[src/rtl/xmem_responder.sv]
// ----------------------------------------------------------------------------
// xmem_responder
//
// Target-side responder for the external SRAM-style bus. It decodes a
// 2^WIN_BITS-word address window at WIN_BASE and stretches initiator cycles
// with memory_busy. Each access becomes one level-style req/ack transaction
// on a word-wide backing port.
//
// Ports
//   clock, reset_n        system clock, asynchronous active-low reset
//   sram_adr              23-bit word address from the initiator
//   addr_strobe           one-cycle pulse qualifying sram_adr
//   sram_ce/we/oe         active-low chip enable, write strobe, output enable
//   sram_be               active-low byte enables (bit 1 = data[15:8])
//   sram_dat_in           write data from the initiator
//   sram_dat_out          read data to the initiator (registered, held in HOLD)
//   sram_dat_oe           responder drives the data bus
//   use_memory_busy       combinational: sram_adr lies in the window
//   memory_busy           registered stall request
//   bk_req/bk_we          backing request (level) and direction (1 = write)
//   bk_addr               backing word address (WIN_BITS wide)
//   bk_be                 active-high byte enables
//   bk_wdata              backing write data
//   bk_rdata/bk_ack       backing read data and one-cycle acknowledge
//   proto_err             sticky: addr_strobe arrived while a backing access
//                         was outstanding
// ----------------------------------------------------------------------------
module xmem_responder #(
  parameter logic [22:0] WIN_BASE = 23'h080000,
  parameter int          WIN_BITS = 18
) (
  input  logic                clock,
  input  logic                reset_n,
  input  logic [22:0]         sram_adr,
  input  logic                addr_strobe,
  input  logic                sram_ce,
  input  logic                sram_we,
  input  logic                sram_oe,
  input  logic [1:0]          sram_be,
  input  logic [15:0]         sram_dat_in,
  output logic [15:0]         sram_dat_out,
  output logic                sram_dat_oe,
  output logic                use_memory_busy,
  output logic                memory_busy,
  output logic                bk_req,
  output logic                bk_we,
  output logic [WIN_BITS-1:0] bk_addr,
  output logic [1:0]          bk_be,
  output logic [15:0]         bk_wdata,
  input  logic [15:0]         bk_rdata,
  input  logic                bk_ack,
  output logic                proto_err
);

  typedef enum logic [1:0] {
    ST_IDLE = 2'd0,
    ST_ARM  = 2'd1,
    ST_BK   = 2'd2,
    ST_HOLD = 2'd3
  } state_t;

  state_t              state_reg,     state_next;
  logic                busy_reg,      busy_next;
  logic                req_reg,       req_next;
  logic                we_reg,        we_next;
  logic [WIN_BITS-1:0] addr_reg,      addr_next;
  logic [1:0]          be_reg,        be_next;
  logic [15:0]         wdata_reg,     wdata_next;
  logic [15:0]         dat_out_reg,   dat_out_next;
  logic                proto_err_reg, proto_err_next;

  // --------------------------------------------------------------------------
  // Window decode: only the bits above the window size take part.
  // --------------------------------------------------------------------------
  logic in_window;
  logic take_strobe;

  assign in_window   = (sram_adr[22:WIN_BITS] == WIN_BASE[22:WIN_BITS]);
  assign take_strobe = addr_strobe & in_window;

  // Active-low bus byte enables become active-high backing lane enables.
  logic [1:0] lane_en;

  generate
    for (genvar gi = 0; gi < 2; gi++) begin : g_lane
      assign lane_en[gi] = ~sram_be[gi];
    end
  endgenerate

  // --------------------------------------------------------------------------
  // State register
  // --------------------------------------------------------------------------
  always_ff @(posedge clock or negedge reset_n) begin
    if (!reset_n) begin
      state_reg     <= ST_IDLE;
      busy_reg      <= 1'b0;
      req_reg       <= 1'b0;
      we_reg        <= 1'b0;
      addr_reg      <= '0;
      be_reg        <= 2'b00;
      wdata_reg     <= 16'h0000;
      dat_out_reg   <= 16'h0000;
      proto_err_reg <= 1'b0;
    end else begin
      state_reg     <= state_next;
      busy_reg      <= busy_next;
      req_reg       <= req_next;
      we_reg        <= we_next;
      addr_reg      <= addr_next;
      be_reg        <= be_next;
      wdata_reg     <= wdata_next;
      dat_out_reg   <= dat_out_next;
      proto_err_reg <= proto_err_next;
    end
  end

  // --------------------------------------------------------------------------
  // Next-state logic
  // --------------------------------------------------------------------------
  always_comb begin
    state_next     = state_reg;
    busy_next      = busy_reg;
    req_next       = req_reg;
    we_next        = we_reg;
    addr_next      = addr_reg;
    be_next        = be_reg;
    wdata_next     = wdata_reg;
    dat_out_next   = dat_out_reg;
    proto_err_next = proto_err_reg;

    case (state_reg)
      ST_IDLE: begin
        if (take_strobe) begin
          addr_next  = sram_adr[WIN_BITS-1:0];
          busy_next  = 1'b1;
          state_next = ST_ARM;
        end
      end

      // Direction is unknown until CE and WE/OE show up; a CPU write drives
      // them one cycle after the strobe. WE wins over OE. With CE low but
      // neither strobe low yet, keep waiting.
      ST_ARM: begin
        if (sram_ce) begin
          busy_next  = 1'b0;
          state_next = ST_IDLE;
        end else if (!sram_we) begin
          we_next    = 1'b1;
          wdata_next = sram_dat_in;
          be_next    = lane_en;
          req_next   = 1'b1;
          state_next = ST_BK;
        end else if (!sram_oe) begin
          we_next    = 1'b0;
          be_next    = lane_en;
          req_next   = 1'b1;
          state_next = ST_BK;
        end
      end

      ST_BK: begin
        // A new strobe cannot be honoured while the backing side is busy.
        if (addr_strobe) begin
          proto_err_next = 1'b1;
        end
        if (bk_ack) begin
          req_next   = 1'b0;
          busy_next  = 1'b0;
          if (!we_reg) begin
            dat_out_next = bk_rdata;
          end
          state_next = ST_HOLD;
        end
      end

      // A new in-window strobe takes precedence over CE rising: it starts a
      // fresh access exactly as it would from IDLE.
      ST_HOLD: begin
        if (take_strobe) begin
          addr_next  = sram_adr[WIN_BITS-1:0];
          busy_next  = 1'b1;
          state_next = ST_ARM;
        end else if (sram_ce) begin
          state_next = ST_IDLE;
        end
      end

      default: begin
        state_next = ST_IDLE;
      end
    endcase
  end

  // --------------------------------------------------------------------------
  // Outputs
  // --------------------------------------------------------------------------
  assign use_memory_busy = in_window;
  assign sram_dat_oe     = (state_reg == ST_HOLD) & ~we_reg & ~sram_ce & ~sram_oe;
  assign sram_dat_out    = dat_out_reg;
  assign memory_busy     = busy_reg;
  assign bk_req          = req_reg;
  assign bk_we           = we_reg;
  assign bk_addr         = addr_reg;
  assign bk_be           = be_reg;
  assign bk_wdata        = wdata_reg;
  assign proto_err       = proto_err_reg;

endmodule

[config.mk]
export PLATFORM = sky130hd
export DESIGN_NAME = xmem_responder
export DESIGN_NICKNAME = d
export VERILOG_FILES = /design/src/rtl/xmem_responder.sv
export SDC_FILE = /design/constraint.sdc
export NUM_CORES = 1
export LEC_CHECK = 0
export BUFFER_PORTS_ARGS = -buffer_cell sky130_fd_sc_hd__buf_2
export CAP_MARGIN = 20
export CORE_ASPECT_RATIO = 0.6
export CORE_UTILIZATION = 45
export DETAILED_ROUTE_END_ITERATION = 8
export GPL_ROUTABILITY_DRIVEN = 0
export GPL_TIMING_DRIVEN = 0
export PLACE_DENSITY = 0.79
export SETUP_SLACK_MARGIN = 0.5
export SKIP_LAST_GASP = 1
export SLEW_MARGIN = 5
export SYNTH_ARGS = -nofsm -noshare
export SYNTH_HDL_FRONTEND = slang
export SYNTH_SLANG_ARGS = --single-unit
[constraint.sdc]
create_clock -name clock -period 2.1 [get_ports clock]
set_clock_uncertainty 0.15 [all_clocks]
set_input_delay 0.105 -clock clock [delete_from_list [all_inputs] [get_ports clock]]
set_output_delay 0.105 -clock clock [all_outputs]
set_load 0.01 [all_outputs]
======== Yosys cells after proc, flatten, opt, wreduce, memory -nomap -nowiden ========
Index checks and enable logic that the tools add are counted.
W data, S select, Z words.
storage, ports and cells
  flip-flop bits (word level) ............. 58
  input port bits ......................... 64
  logic and storage cells ................. 63
cells by class
  eq/ne operators ......................... 13
  multiplexer cells ....................... 20
  bitwise logic cells ..................... 10
  reduce and logical (&&, ||, !) cells .... 11
operator list
  operator              number
  $mux W2               9
  $reduce_and A3 Y1     4
  $ne A2 B2 Y1 const B  5
  $mux W1               8
  $pmux W2 S4           1
  $reduce_and A4 Y1     2
  $ne A3 B3 Y1 const B  2
  $not A1 Y1            6
  $eq A5 B2 Y1 const B  1
  $and A1 B1 Y1         4
  $eq A2 B2 Y1 const B  2
  $ne A4 B4 Y1 const B  1
  $reduce_and A2 Y1     2
  $pmux W1 S3           1
  $eq A2 B1 Y1 const B  1
  $logic_not A2 Y1      1
  $ne A2 B1 Y1 const B  1
  $pmux W1 S2           1
  $reduce_bool A2 Y1    1
  $reduce_or A2 Y1      1

======== Logic depth before layout (Yosys ltp) ========
  word-level depth ........................ 4
  mapped depth ............................ 6

======== Least setup slack after synthesis ========
Ideal clock, no wire load.
  path type ............................... register to register
  from .................................... reg with a tool-made name
  to ...................................... reg wdata_reg[10] (netlist: bk_wdata[10])
  library setup time ...................... 0.125 ns
  data arrival time ....................... 1.567 ns
  data required time ...................... 1.825 ns
  path slack .............................. 0.258 ns
  cell stages (with the launch flop) ...... 7
  path buffers ............................ 1
  period minus slack after synthesis ...... 1.842 ns
  cell sequence ........................... dfrtp_1 > inv_1 > ha_1 > nand2b_1 > nor2_2 > buf_4 > mux2_2
RTL lines
  element                 RTL line  RTL
  end signal: assignment  111       wdata_reg <= wdata_next;
  end: declaration        68        logic [15:0] wdata_reg, wdata_next;

======== Worst setup path in the final report ========
  from .................................... reg state_reg[0]
  to ...................................... reg addr_reg[11] (netlist: bk_addr[11])
on the way
  longest elaborated chain between the ends .. 3
RTL lines
  element                                                  RTL line  RTL
  start: declaration                                       62        state_t state_reg, state_next;
  start signal: assignment                                 105       state_reg <= state_next;
  $eq A2 B2 Y1 / $logic_not A2 Y1 (equally long branches)  131       case (state_reg)
  $reduce_or A2 Y1 (no source line) *                      --
  $reduce_and A2 Y1 (no source line) *                     --
  end signal: assignment                                   109       addr_reg <= addr_next;
  end: declaration                                         66        logic [WIN_BITS-1:0] addr_reg, addr_next;
Mark *: on every way between the ends. The rest lies on a longest branch, timed or not.
A chain may end at the register's enable or synchronous reset.

==> impl_metrics.yaml <==
outcome:
  run_status: "finished with violations"
  failed_checks: "negative hold slack"
detailed_routing:
  routed_wire_length_per_instance_um: 17.2
  num_vias: 2094
  drt_pass1_iterations: 4
  initialDrtViolationCount: 48
  wl_mm: 7.40
  vias_per_cell: 4.87
  ant_nets: 0
  drc: 0
worst_setup_path:
  rr_startpoint: "state_reg[0]$_DFFE_PN0P_"
  critPathBufInv: 2
  reg2regPathDepth: 5
  crit_slowest_cell: "dfrtp_2"
  critPathLaunchType: "register"
  path_class: "register to register"
  cp_top_family: "flip-flops"
  cp.arrival_ns: 1.76
  crit_fanout: 5
  max_stage_delay_ns: 0.46
  r2r_end: "bk_addr[11]$_DFFE_PN0P_"
  cp_cell_sequence: "inv_4 -> ha_4 -> nor2_8 -> clkbuf_16 -> mux2_4"
  crit_required_ns: 2.17
  ff2ff_setup_slack_ns: 0.41
  cp-end-kind: "register"
timing:
  fin_crit_ns: 1.69
  whs_ns: -0.00813
  drv_slew: 0
  rsz0062_at_grt: "true"
  finalSetupViolCount: 0
  fin_ws_ns: 0.412
  relSlewSlack: 0.506
  min_period_over_period: 0.804
  worstMarginPinSlew_ns: 0.740
  fin_tns_setup_ns: 0
  hold_viol: 1
  fmax_mhz: 592
die:
  ios: 122
  die_area_mm2: 0.00566
  core_area_mm2: 0.00510
  die_h_um: 58.7
  start_util: 0.472
  die_w_um: 96.5
  fp-row-count: 20
yosys:
  synth-async-reset-ratio: 1.00
  synthDistinctLibCells: 29
  synth_ff_type: "dfrtp_1"
  ys_seq_area_frac: 0.603
  synth_edf_count: 0
  syn_area_mm2: 0.00241
  syn_inst: 156
  syn_nets: 225
  avgSynthCellArea_um2: 15.4
  ys_ff_latch: 58
  yosys_warnings: 0
grt:
  grt_usage: 0.262
  grt_pass1_vias: 2137
  grt_max_degree: 34
  grt-ovfl-total: 0
  grt_pass1_wl_mm: 10.6
  antenna_found_initial: 0
power_and_ir_drop:
  intPower_mw: 3.72
  p_leak_nw: 2.15
  power_frac_comb: 0.403
  peakVddDrop_mv: 0.654
  switching_share: 0.317
  netSwitchingPower_mw: 1.73
  seqPwrFrac: 0.359
  pwr-share-clk: 0.238
  powerDensity_mw_per_mm2: 1290
layout:
  register_area_mm2: 0.00145
  num_antenna_cells: 0
  synthToLayoutAreaGrowth_pct: 75.6
  drive_gt1_frac: 0.607
  nets: 428
  multiInputGateArea_mm2: 0.00104
  fillers: 268
  largest_register_ffs: 18
  post-route-util: 0.828
clocking:
  clkSinkCount: 58
  numCtsBuffers: 9
  clk_pin_slew_ns: 0.07
  clk_latency_ns: 0.33
  clockRootBuffer: "clkbuf_8"
  cts_buffer_depth: 2
  cts_tree: "yes"
  h-tree-depth: 3
placed_design:
  pre_cts_slack_ns: 0.151
  io_buffer_count: 121
  dp_hpwl_mm: 3.76
min_path:
  hp-class: "input pin to register"
  worstHoldStart: "bk_ack"
  hold_depth: 3
  holdPathEnd: "bk_req$_DFFE_PN0P_"
run:
  drv_cap: 0
[per-layer routing]
layer / global-route usage / wire length (µm)
met1: 0.318 / 3090
met2: 0.429 / 3540
met3: 0.101 / 604
met4: 0.0987 / 170
met5: 0 / 0
[metrics by stage]
step | total power, mW | instances | hold WS, ns | cell area [µm²]
floorplan | 2.98 | 156 | -0.341 | 2470
global placement | 3.64 | 343 | 0.149 | 3160
detailed placement | 3.72 | 344 | 0.0557 | 3180
CTS | 5.28 | 426 | 0.0105 | 4140
global route | 5.75 | 430 | 0.0151 | 4230
finish | 5.45 | 430 | -0.00813 | 4230
[cell families (layout without fill, tap and decap cells)]
kind of cell,after synthesis,in the layout,share of synthesized area
AND/OR/NAND/NOR,20,20,0.0592
flip-flops,58,58,0.603
AO/OA/AOI/OAI,15,15,0.0390
buffers and inverters,7,215,0.0197
multiplexers,51,51,0.254
adder cells (fa/ha/maj),5,5,0.0260
[worst register-to-register path, cell delays in order (launching register included)]
cell and delay, ns:
dfrtp_2 0.46, inv_4 0.11, ha_4 0.23, nor2_8 0.16, clkbuf_16 0.18, mux2_4 0.29
[placed cells by master (no fill, tap or decap), types with 2 or more instances in the layout]
cell	n
nor3_1	2
mux2_4	29
nand2_1	4
a21o_1	2
buf_4	8
dlygate4sd3_1	56
buf_6	6
ha_4	3
inv_1	2
o21ai_0	2
buf_12	3
nand2b_1	2
mux2_2	21
a21oi_1	3
buf_2	121
clkinv_2	2
ha_1	2
nor2b_1	2
inv_4	2
bufinv_16	3
dfrtp_1	56
dfrtp_2	2
nand2_2	2
clkbuf_8	11
[power by group through the flow]
stage | sequential, mW | combinational (mW) | clock [mW]
after floorplan | 2.14 | 0.843 | 0
after global placement | 1.88 | 1.76 | 0
after detailed placement | 1.90 | 1.82 | 0
after CTS | 1.91 | 2.05 | 1.32
after global routing | 2.00 | 2.37 | 1.38
final | 1.96 | 2.19 | 1.30
[cells in the mapped netlist, types with 2 or more instances]
cell       n  area, µm²
nand2_1    5       18.8
nor2b_1    3       18.8
a21oi_1    3       15.0
a21o_1     2       15.0
o21ai_0    4       20.0
mux2_4    10        150
ha_1       5       62.6
mux2_2    40        450
inv_1      4       15.0
dfrtp_1   58       1450
nand2b_1   3       18.8
nor3_1     2       10.0
[how the worst max path moves through the flow]
stage / end / start / cells past startpoint
after floorplan: bk_wdata[10]$_DFFE_PN0P_ / register / 6
after global placement: sram_dat_out[5]$_DFFE_PN0P_ / state_reg[0]$_DFFE_PN0P_ / 5
after detailed placement: sram_dat_out[5]$_DFFE_PN0P_ / state_reg[0]$_DFFE_PN0P_ / 5
after CTS: bk_addr[13]$_DFFE_PN0P_ / state_reg[0]$_DFFE_PN0P_ / 5
after global routing: bk_wdata[9]$_DFFE_PN0P_ / register / 6
final: bk_addr[11]$_DFFE_PN0P_ / state_reg[0]$_DFFE_PN0P_ / 5
[what timing repair did]
| action | CTS | global route |
|---|---|---|
| endpoints found under the hold margin | 87 | 0 |
| gates resized for setup | 21 | 16 |
| hold buffers | 56 | 0 |
| pin swaps | 3 | 3 |
| buffers inserted | 9 | 2 |
| setup endpoints to repair | 55 | 55 |
| cloned | 1 | 2 |
[final cells by class]
| class | count | share of cell area |
|---|---|---|
| buffer | 3 | 0.0101 |
| sequential | 58 | 0.344 |
| timing repair buffer | 192 | 0.316 |
| multi-input combinational | 91 | 0.246 |
| inverter | 4 | 0.00473 |
| tap | 66 | 0.0195 |
| clock buffer | 11 | 0.0358 |
| clock inverter | 5 | 0.0237 |
(Power assumes the default switching activity.)
